[src/rtl/sha256_padder.sv]
// sha256_padder
// Byte-stream to 512-bit block front end for sha256_core. Appends the 0x80
// marker, zero fill and the 64-bit big-endian message bit length, then
// presents each block, tagged with first/last flags, through a valid/ready
// handshake. One message is in flight at a time and the block is built in a
// single buffer, so input and output are never active in the same cycle.
//
// Ports:
//   clk        clock, rising edge
//   rst        synchronous active-high reset
//   in_data    message byte
//   in_valid   input beat valid
//   in_last    beat ends the message
//   in_empty   last beat carries no byte (in_data ignored)
//   in_ready   padder accepts a beat this cycle
//   out_block  padded block, byte 0 at [511:504], byte 63 at [7:0]
//   out_valid  out_block valid
//   out_first  block is the first of its message
//   out_last   block is the final block of its message
//   out_ready  consumer takes the block
//
// State table:
//   S_FILL | accept message bytes into the buffer
//   S_PAD  | write the 0x80 marker, plus the length field if it fits
//   S_LEN  | write the length field into an otherwise empty block
//   S_EMIT | present the buffer downstream and wait for out_ready

module sha256_padder #(
    parameter int LEN_W = 64
) (
    input  logic         clk,
    input  logic         rst,
    input  logic [7:0]   in_data,
    input  logic         in_valid,
    input  logic         in_last,
    input  logic         in_empty,
    output logic         in_ready,
    output logic [511:0] out_block,
    output logic         out_valid,
    output logic         out_first,
    output logic         out_last,
    input  logic         out_ready
);

    typedef enum logic [1:0] {
        S_FILL,
        S_PAD,
        S_LEN,
        S_EMIT
    } state_t;

    state_t             state;
    logic [511:0]       buffer;
    logic [6:0]         idx;
    logic [LEN_W-1:0]   bit_len;
    logic               first_flag;
    logic               final_flag;
    logic               pad_pend;
    logic               len_pend;

    logic [63:0]        len_field;
    logic [8:0]         wr_pos;

    always_comb begin
        len_field = 64'(bit_len);
        // Bit offset of the low bit of byte idx; byte 0 sits at the top.
        wr_pos    = 9'd504 - {idx[5:0], 3'b000};
        in_ready  = (state == S_FILL) && !rst;
        out_valid = (state == S_EMIT);
        out_first = (state == S_EMIT) && first_flag;
        out_last  = (state == S_EMIT) && final_flag;
        out_block = buffer;
    end

    always_ff @(posedge clk) begin
        if (rst) begin
            state      <= S_FILL;
            buffer     <= '0;
            idx        <= '0;
            bit_len    <= '0;
            first_flag <= 1'b1;
            final_flag <= 1'b0;
            pad_pend   <= 1'b0;
            len_pend   <= 1'b0;
        end else begin
            case (state)
                S_FILL: begin
                    if (in_valid) begin
                        if (in_last && in_empty) begin
                            state <= S_PAD;
                        end else begin
                            buffer[wr_pos +: 8] <= in_data;
                            idx                 <= idx + 7'd1;
                            bit_len             <= bit_len + LEN_W'(8);
                            if (idx == 7'd63) begin
                                // Block full; a last byte here still owes
                                // a marker block afterwards.
                                state      <= S_EMIT;
                                final_flag <= 1'b0;
                                len_pend   <= 1'b0;
                                pad_pend   <= in_last;
                            end else if (in_last) begin
                                state <= S_PAD;
                            end
                        end
                    end
                end

                S_PAD: begin
                    buffer[wr_pos +: 8] <= 8'h80;
                    idx                 <= idx + 7'd1;
                    pad_pend            <= 1'b0;
                    state               <= S_EMIT;
                    if (idx <= 7'd55) begin
                        // Marker ends at or before byte 56: length fits.
                        buffer[63:0] <= len_field;
                        final_flag   <= 1'b1;
                        len_pend     <= 1'b0;
                    end else begin
                        final_flag <= 1'b0;
                        len_pend   <= 1'b1;
                    end
                end

                S_LEN: begin
                    buffer[63:0] <= len_field;
                    final_flag   <= 1'b1;
                    len_pend     <= 1'b0;
                    state        <= S_EMIT;
                end

                S_EMIT: begin
                    if (out_ready) begin
                        buffer     <= '0;
                        idx        <= '0;
                        first_flag <= 1'b0;
                        if (pad_pend) begin
                            state <= S_PAD;
                        end else if (len_pend) begin
                            state <= S_LEN;
                        end else begin
                            state <= S_FILL;
                            if (final_flag) begin
                                first_flag <= 1'b1;
                                bit_len    <= '0;
                            end
                        end
                    end
                end

                default: state <= S_FILL;
            endcase
        end
    end

endmodule

[config.mk]
export PLATFORM = sky130hd
export DESIGN_NAME = sha256_padder
export DESIGN_NICKNAME = d
export VERILOG_FILES = /design/src/rtl/sha256_padder.sv
export SDC_FILE = /design/constraint.sdc
export NUM_CORES = 1
export LEC_CHECK = 0
export ABC_AREA = 1
export BUFFER_PORTS_ARGS = -buffer_cell sky130_fd_sc_hd__buf_4
export CAP_MARGIN = 30
export CORE_MARGIN = 4
export CORE_UTILIZATION = 40
export CTS_BUF_LIST = sky130_fd_sc_hd__clkbuf_4
export DETAILED_ROUTE_END_ITERATION = 10
export PLACE_DENSITY = 0.57
export SLEW_MARGIN = 10
export SYNTH_ARGS = -nofsm -noshare
export SYNTH_HDL_FRONTEND = slang
export SYNTH_SLANG_ARGS = --single-unit
[constraint.sdc]
create_clock -name clk -period 3.2 [get_ports clk]
set_input_delay 0.64 -clock clk [delete_from_list [all_inputs] [get_ports clk]]
set_output_delay 0.64 -clock clk [all_outputs]
set_load 0.02 [all_outputs]
After elaboration in Yosys (flattened, before gate mapping)
Cells that the tools add are included.

$add $sub $neg: 4. Magnitude comparators: 1. Equal/unequal tests: 12. Shift-type cells: 3. Multiplexer cells: 41. Reduce and logical (&&, ||, !) cells: 18.

Operators by type and width (number): $mux 512 (3); $pmux 448 s3 (1); $bwmux 512 (2); $shift 8x11->512 const A (1); $shiftx 8x11->512 (1); $shiftx 8x11->512 const A (1); $mux 64 (7); $pmux 64 s4 (1); $pmux 64 s2 (1); $add 64x4->64 const B (1); $mux 7 (3); $pmux 7 s3 (1); $mux 2 (7); $reduce_and 4->1 (3); $mux 1 (11); $neg 9->11 (1); $sub 9x9->9 const A (1); $ne 2x2->1 const B (4); $add 7x1->7 const B (1); $eq 7x6->1 const B (1); $le 7x6->1 const B (1); $reduce_and 7->1 (1); $ne 2x1->1 const B (3); $pmux 1 s3 (2); other kinds (13) (20).

Flip-flop bits (word level): 589. Input bits: 14. Output and inout bits: 516. Word-level logic and storage cells: 88.

Longest topological paths before layout
Depth in word-level cells: 7. Gate-level depth with buffers: 16. Depth with buffers taken out: 15.

Least setup slack after synthesis
Ideal clock, no wire load.

Kind: in2out. Start point: input port rst. End point: output port in_ready. Arrival: 1.648 ns. Data required time: 2.560 ns. Path slack: 0.912 ns. Cell stages on the path: 4. Path buffers: 3. Cells stage by stage: clkbuf_1 > clkbuf_1 > clkbuf_1 > nor2_1.

Longest elaborated chain between the ends: 2.

Ends and longest elaborated chain: start, declared (RTL line 32) `input logic rst,`; $logic_not 1->1 (RTL line 68) `in_ready = (state == S_FILL) && !rst;`; $logic_and 1x1->1 (RTL line 68); end, declared (RTL line 37) `output logic in_ready,`.

No other way between the ends.

Worst setup path after layout
Start point: register state[0]. End point: register buffer[209], in the netlist out_block[209].

Longest elaborated chain between the ends: 3. Elaborated cells on any way between the ends: 9. Those cells by class: eq/ne: 5; mux: 1; reduce/logical: 3.

Ends and longest elaborated chain: start, declared (RTL line 52) `state_t state;`; start signal, assigned (RTL line 77) `state <= S_FILL;`; start signal, assigned (RTL line 90) `state <= S_PAD;`; start signal, assigned (RTL line 98) `state <= S_EMIT;`; $eq 2x2->1, or another cell as far along (RTL line 86) `case (state)`; $ne 2x1->1 (no source line), or another cell as far along; $reduce_and 4->1 (no source line); end signal, assigned by index (RTL line 92) `buffer[wr_pos +: 8] <= in_data;`; end, declared (RTL line 53) `logic [511:0] buffer;`.

Several ways; a longest one is shown, not always the timed one. A chain may end at the register's enable or synchronous reset.

==> key figures <==
Synthesis
  • Proportion of synthesized chip area in sequential cells: 38.4%
  • Number of synthesis warnings: 0
  • Yosys top cell area share: 38.4%
  • Average size of a mapped cell: 6.63 um2
  • Number of cells produced by synthesis: 4613
  • Largest area contributor in the netlist: sky130_fd_sc_hd__dfxtp_1
  • Number of enable flip-flop cells after synthesis: 0
  • Syn nets: 4636
  • Fraction of registers with async set or reset after synthesis: 0%
  • Netlist Area Pre-Place: 30600 um2
  • Synth top area cells: sky130_fd_sc_hd__dfxtp_1 (38%), sky130_fd_sc_hd__nand2_1 (10%), sky130_fd_sc_hd__o21ai_0 (9.2%), sky130_fd_sc_hd__nor2_1 (9.1%), sky130_fd_sc_hd__nand3_1 (7.4%)
  • Most used flip-flop cell after synthesis: sky130_fd_sc_hd__dfxtp_1
  • Most instantiated cells after synthesis: sky130_fd_sc_hd__nand2_1 (850), sky130_fd_sc_hd__nor2_1 (742), sky130_fd_sc_hd__dfxtp_1 (586)
  • Count of cell types in the netlist: 50
  • Number of synthesized register bits: 586
  • Most frequent cell after synthesis: sky130_fd_sc_hd__nand2_1

Place
  • Cell Area, Placed: 35400 um2
  • Count of input and output buffers: 529
  • GP Congestion: 0.949
  • DPL Wire Length: 98.6 mm
  • Inst Count DP: 5955

Clocking
  • Insertion delay to the later sink of the worst-skew pair: 1.06 ns
  • Total number of H-tree levels: 4
  • Number of clock sinks: 586
  • Postcts setup bufs: 0
  • Root Buffer Master: sky130_fd_sc_hd__clkbuf_4
  • CTS clk-pin slew, worst paths: 0.06 ns
  • TritonCTS clock tree: yes
  • Clock buffer depth: 3
  • Number of buffers created by CTS: 170

Global routing
  • Global-route met2 utilization: 49.2%
  • Antenna violations before repair: 2
  • Gr ovfl total: 0
  • First-pass GRT wire length: 201 mm
  • Maximum number of pins on one net before global-route repair: 153
  • Global routing met3 resource utilization: 8.50%
  • Combined global-route utilization of all metal layers: 32.0%
  • Gr busiest metal: met2
  • Met1 Track Usage GR: 42.1%
  • Number of global-route vias before repair: 31150

Timing
  • Number of endpoints failing setup at the final stage: 0
  • Hold Worst Slack: 0.136 ns
  • Measured slew at the worst slew-check pin: 0.883 ns
  • Maximum frequency from static timing analysis: 345 MHz
  • Slew Viols, Final: 0
  • Setup clock skew after layout: 0.0896 ns
  • RSZ-0062 raised after global routing: false
  • Total count of hold-check failures in the final report: 0
  • Setup_tns: 0 ns
  • Minimum clock period: 2.90 ns
  • Final critical-path share of the clock period: 90.5%
  • Relative slew margins: 40.7%

Floorplan
  • Placeable core region: 75800 um2
  • Die outline area: 80900 um2
  • Die Y: 285 um
  • Effective utilization at floorplan: 40.3%
  • Horizontal die dimension: 285 um
  • Placement Rows: 101
  • Number of top-level pins: 530

Hold path
  • Min-Delay Path Class: in2reg
  • Hold Path Origin: in_data[4]

Worst setup path
  • Worst setup path class: reg2reg
  • Critical path peak fanout: 28
  • Crit. End Element: register
  • Worst Setup SP: state[0]
  • Crit path DAT: 3.85 ns
  • Startpoint Class: register
  • Required time of the critical path: 4.15 ns
  • Startpoint of the most critical register-to-register path: state[0]

Flow run
  • Number of max-cap violations: 0

Finish
  • Share of final-layout standard cells stronger than drive strength 1: 20.6%
  • Net count, final: 5177
  • Post-Layout Cell Count: 6246
  • Post-synthesis to final-layout area growth: 22.8%
  • Final design area excluding fillers: 37600 um2

Power
  • Leakage component of the power: 15.5 nW
  • Overall power of the completed layout: 35.3 mW
  • Worst vdd rail ir drop: 0.537 mV
  • Pwr Density: 940 nW/um2

Routing
  • Detail-routed net length per standard cell: 21.7 um
  • Overall routed net length: 136 mm
  • Post-detailed-route count of antenna-violating nets: 0
  • Starting DRT DRC Count: 3327
  • Post-detailed-route via-to-cell ratio: 5.45
  • Vias post-DR: 34071
  • Remaining DRCs: 0
  • Number of detailed-route iterations in the first pass: 7

Outcome
  • Status: completed
layer usage:
layer  vias to the layer above  wire [um]
li1                      16533          -
met1                     15884      57700
met2                      1374      59900
met3                       280      11700
met4                         0       6370
met5                         -          0
layout by cell type, fill, tap and decap left out, types with 34 or more instances in the layout:
cell type                  Yosys  layout
sky130_fd_sc_hd__a21oi_1     410     410
sky130_fd_sc_hd__a31oi_1      60      60
sky130_fd_sc_hd__buf_4        22     604
sky130_fd_sc_hd__clkbuf_4      0     239
sky130_fd_sc_hd__dfxtp_1     586     586
sky130_fd_sc_hd__inv_1       282     281
sky130_fd_sc_hd__inv_2        33      34
sky130_fd_sc_hd__nand2_1     850     850
sky130_fd_sc_hd__nand2_2      46      46
sky130_fd_sc_hd__nand3_1     453     453
sky130_fd_sc_hd__nand4_1      53      53
sky130_fd_sc_hd__nor2_1      742     742
sky130_fd_sc_hd__nor2_2       39      39
sky130_fd_sc_hd__nor3_1       36      36
sky130_fd_sc_hd__o21ai_0     560     560
sky130_fd_sc_hd__o21ai_1      57      57
registers in the layout, indices dropped and copies added (netlist names):
register / cells
bit_len: 61
final_flag: 1
first_flag: 1
idx: 7
len_pend: 1
out_block: 512
pad_pend: 1
state: 2
layout make-up:
| cell class | count | area [um2] |
|---|---|---|
| Fill cell | 7939 | 38300 |
| Multi-Input combinational cell | 3453 | 16400 |
| Sequential cell | 586 | 11700 |
| Timing Repair Buffer | 622 | 4850 |
| Clock buffer | 239 | 1790 |
| Inverter | 321 | 1230 |
| Tap cell | 978 | 1220 |
| Clock inverter | 46 | 309 |
| Antenna cell | 1 | 2.50 |
power by group:
part / leakage [nW] / switching (mW) / internal, mW
registers: 4.76 / 1.66 / 9.20
logic: 9.55 / 12.0 / 5.24
clock network: 1.24 / 3.51 / 3.68
per-stage QoR:
| stage | setup slack [ns] | utilization, % |
|---|---|---|
| 2_1_floorplan | 0.912 | - |
| 3_3_place_gp | 0.354 | 46.7 |
| 5_1_grt | 0.0341 | 49.5 |
| 6_report | 0.303 | 49.5 |
| 4_1_cts | 0.250 | 49.5 |
| 3_5_place_dp | 0.284 | 46.7 |
critical path: stages (launching register included):
cell and delay, ns:
sky130_fd_sc_hd__dfxtp_1 0.40, sky130_fd_sc_hd__ha_1 0.41, sky130_fd_sc_hd__inv_2 0.07, sky130_fd_sc_hd__o21ai_1 0.29, sky130_fd_sc_hd__nor2_4 0.09, sky130_fd_sc_hd__inv_4 0.16, sky130_fd_sc_hd__nor2_8 0.07, sky130_fd_sc_hd__nand2_4 0.11
sky130_fd_sc_hd__buf_4 0.32, sky130_fd_sc_hd__nor2_2 0.16, sky130_fd_sc_hd__inv_2 0.42, sky130_fd_sc_hd__nand3_1 0.15, sky130_fd_sc_hd__a21oi_1 0.18
repair_timing:
action | CTS | global route
gates resized for setup | 0 | 2
endpoints found under the hold margin | 21 | 0
setup endpoints to repair | 0 | 7
hold buffers | 4 | 0
path summary, 6_finish.rpt:
kind | to | slack [ns] | depth (start not counted)
worst max-delay path | out_block[209] | 0.30 | 12
worst min-delay path | out_block[180] | 0.14 | 4
worst max register to register | out_block[209] | 0.30 | 12
worst min register to register | out_block[207] | 0.46 | 2
cell families (layout without fill, tap and decap cells):
kind of cell / Yosys count / count (layout) / synth area share [%]
buf+inv: 574 / 1228 / 8.00
simple gates: 2304 / 2304 / 33.8
xor+xnor: 1 / 1 / 0.0286
other cells: 0 / 1 / 0
fa+ha+maj: 9 / 9 / 0.368
flops: 586 / 586 / 38.4
compound gates: 1139 / 1139 / 19.4
(Power assumes the default switching activity.)
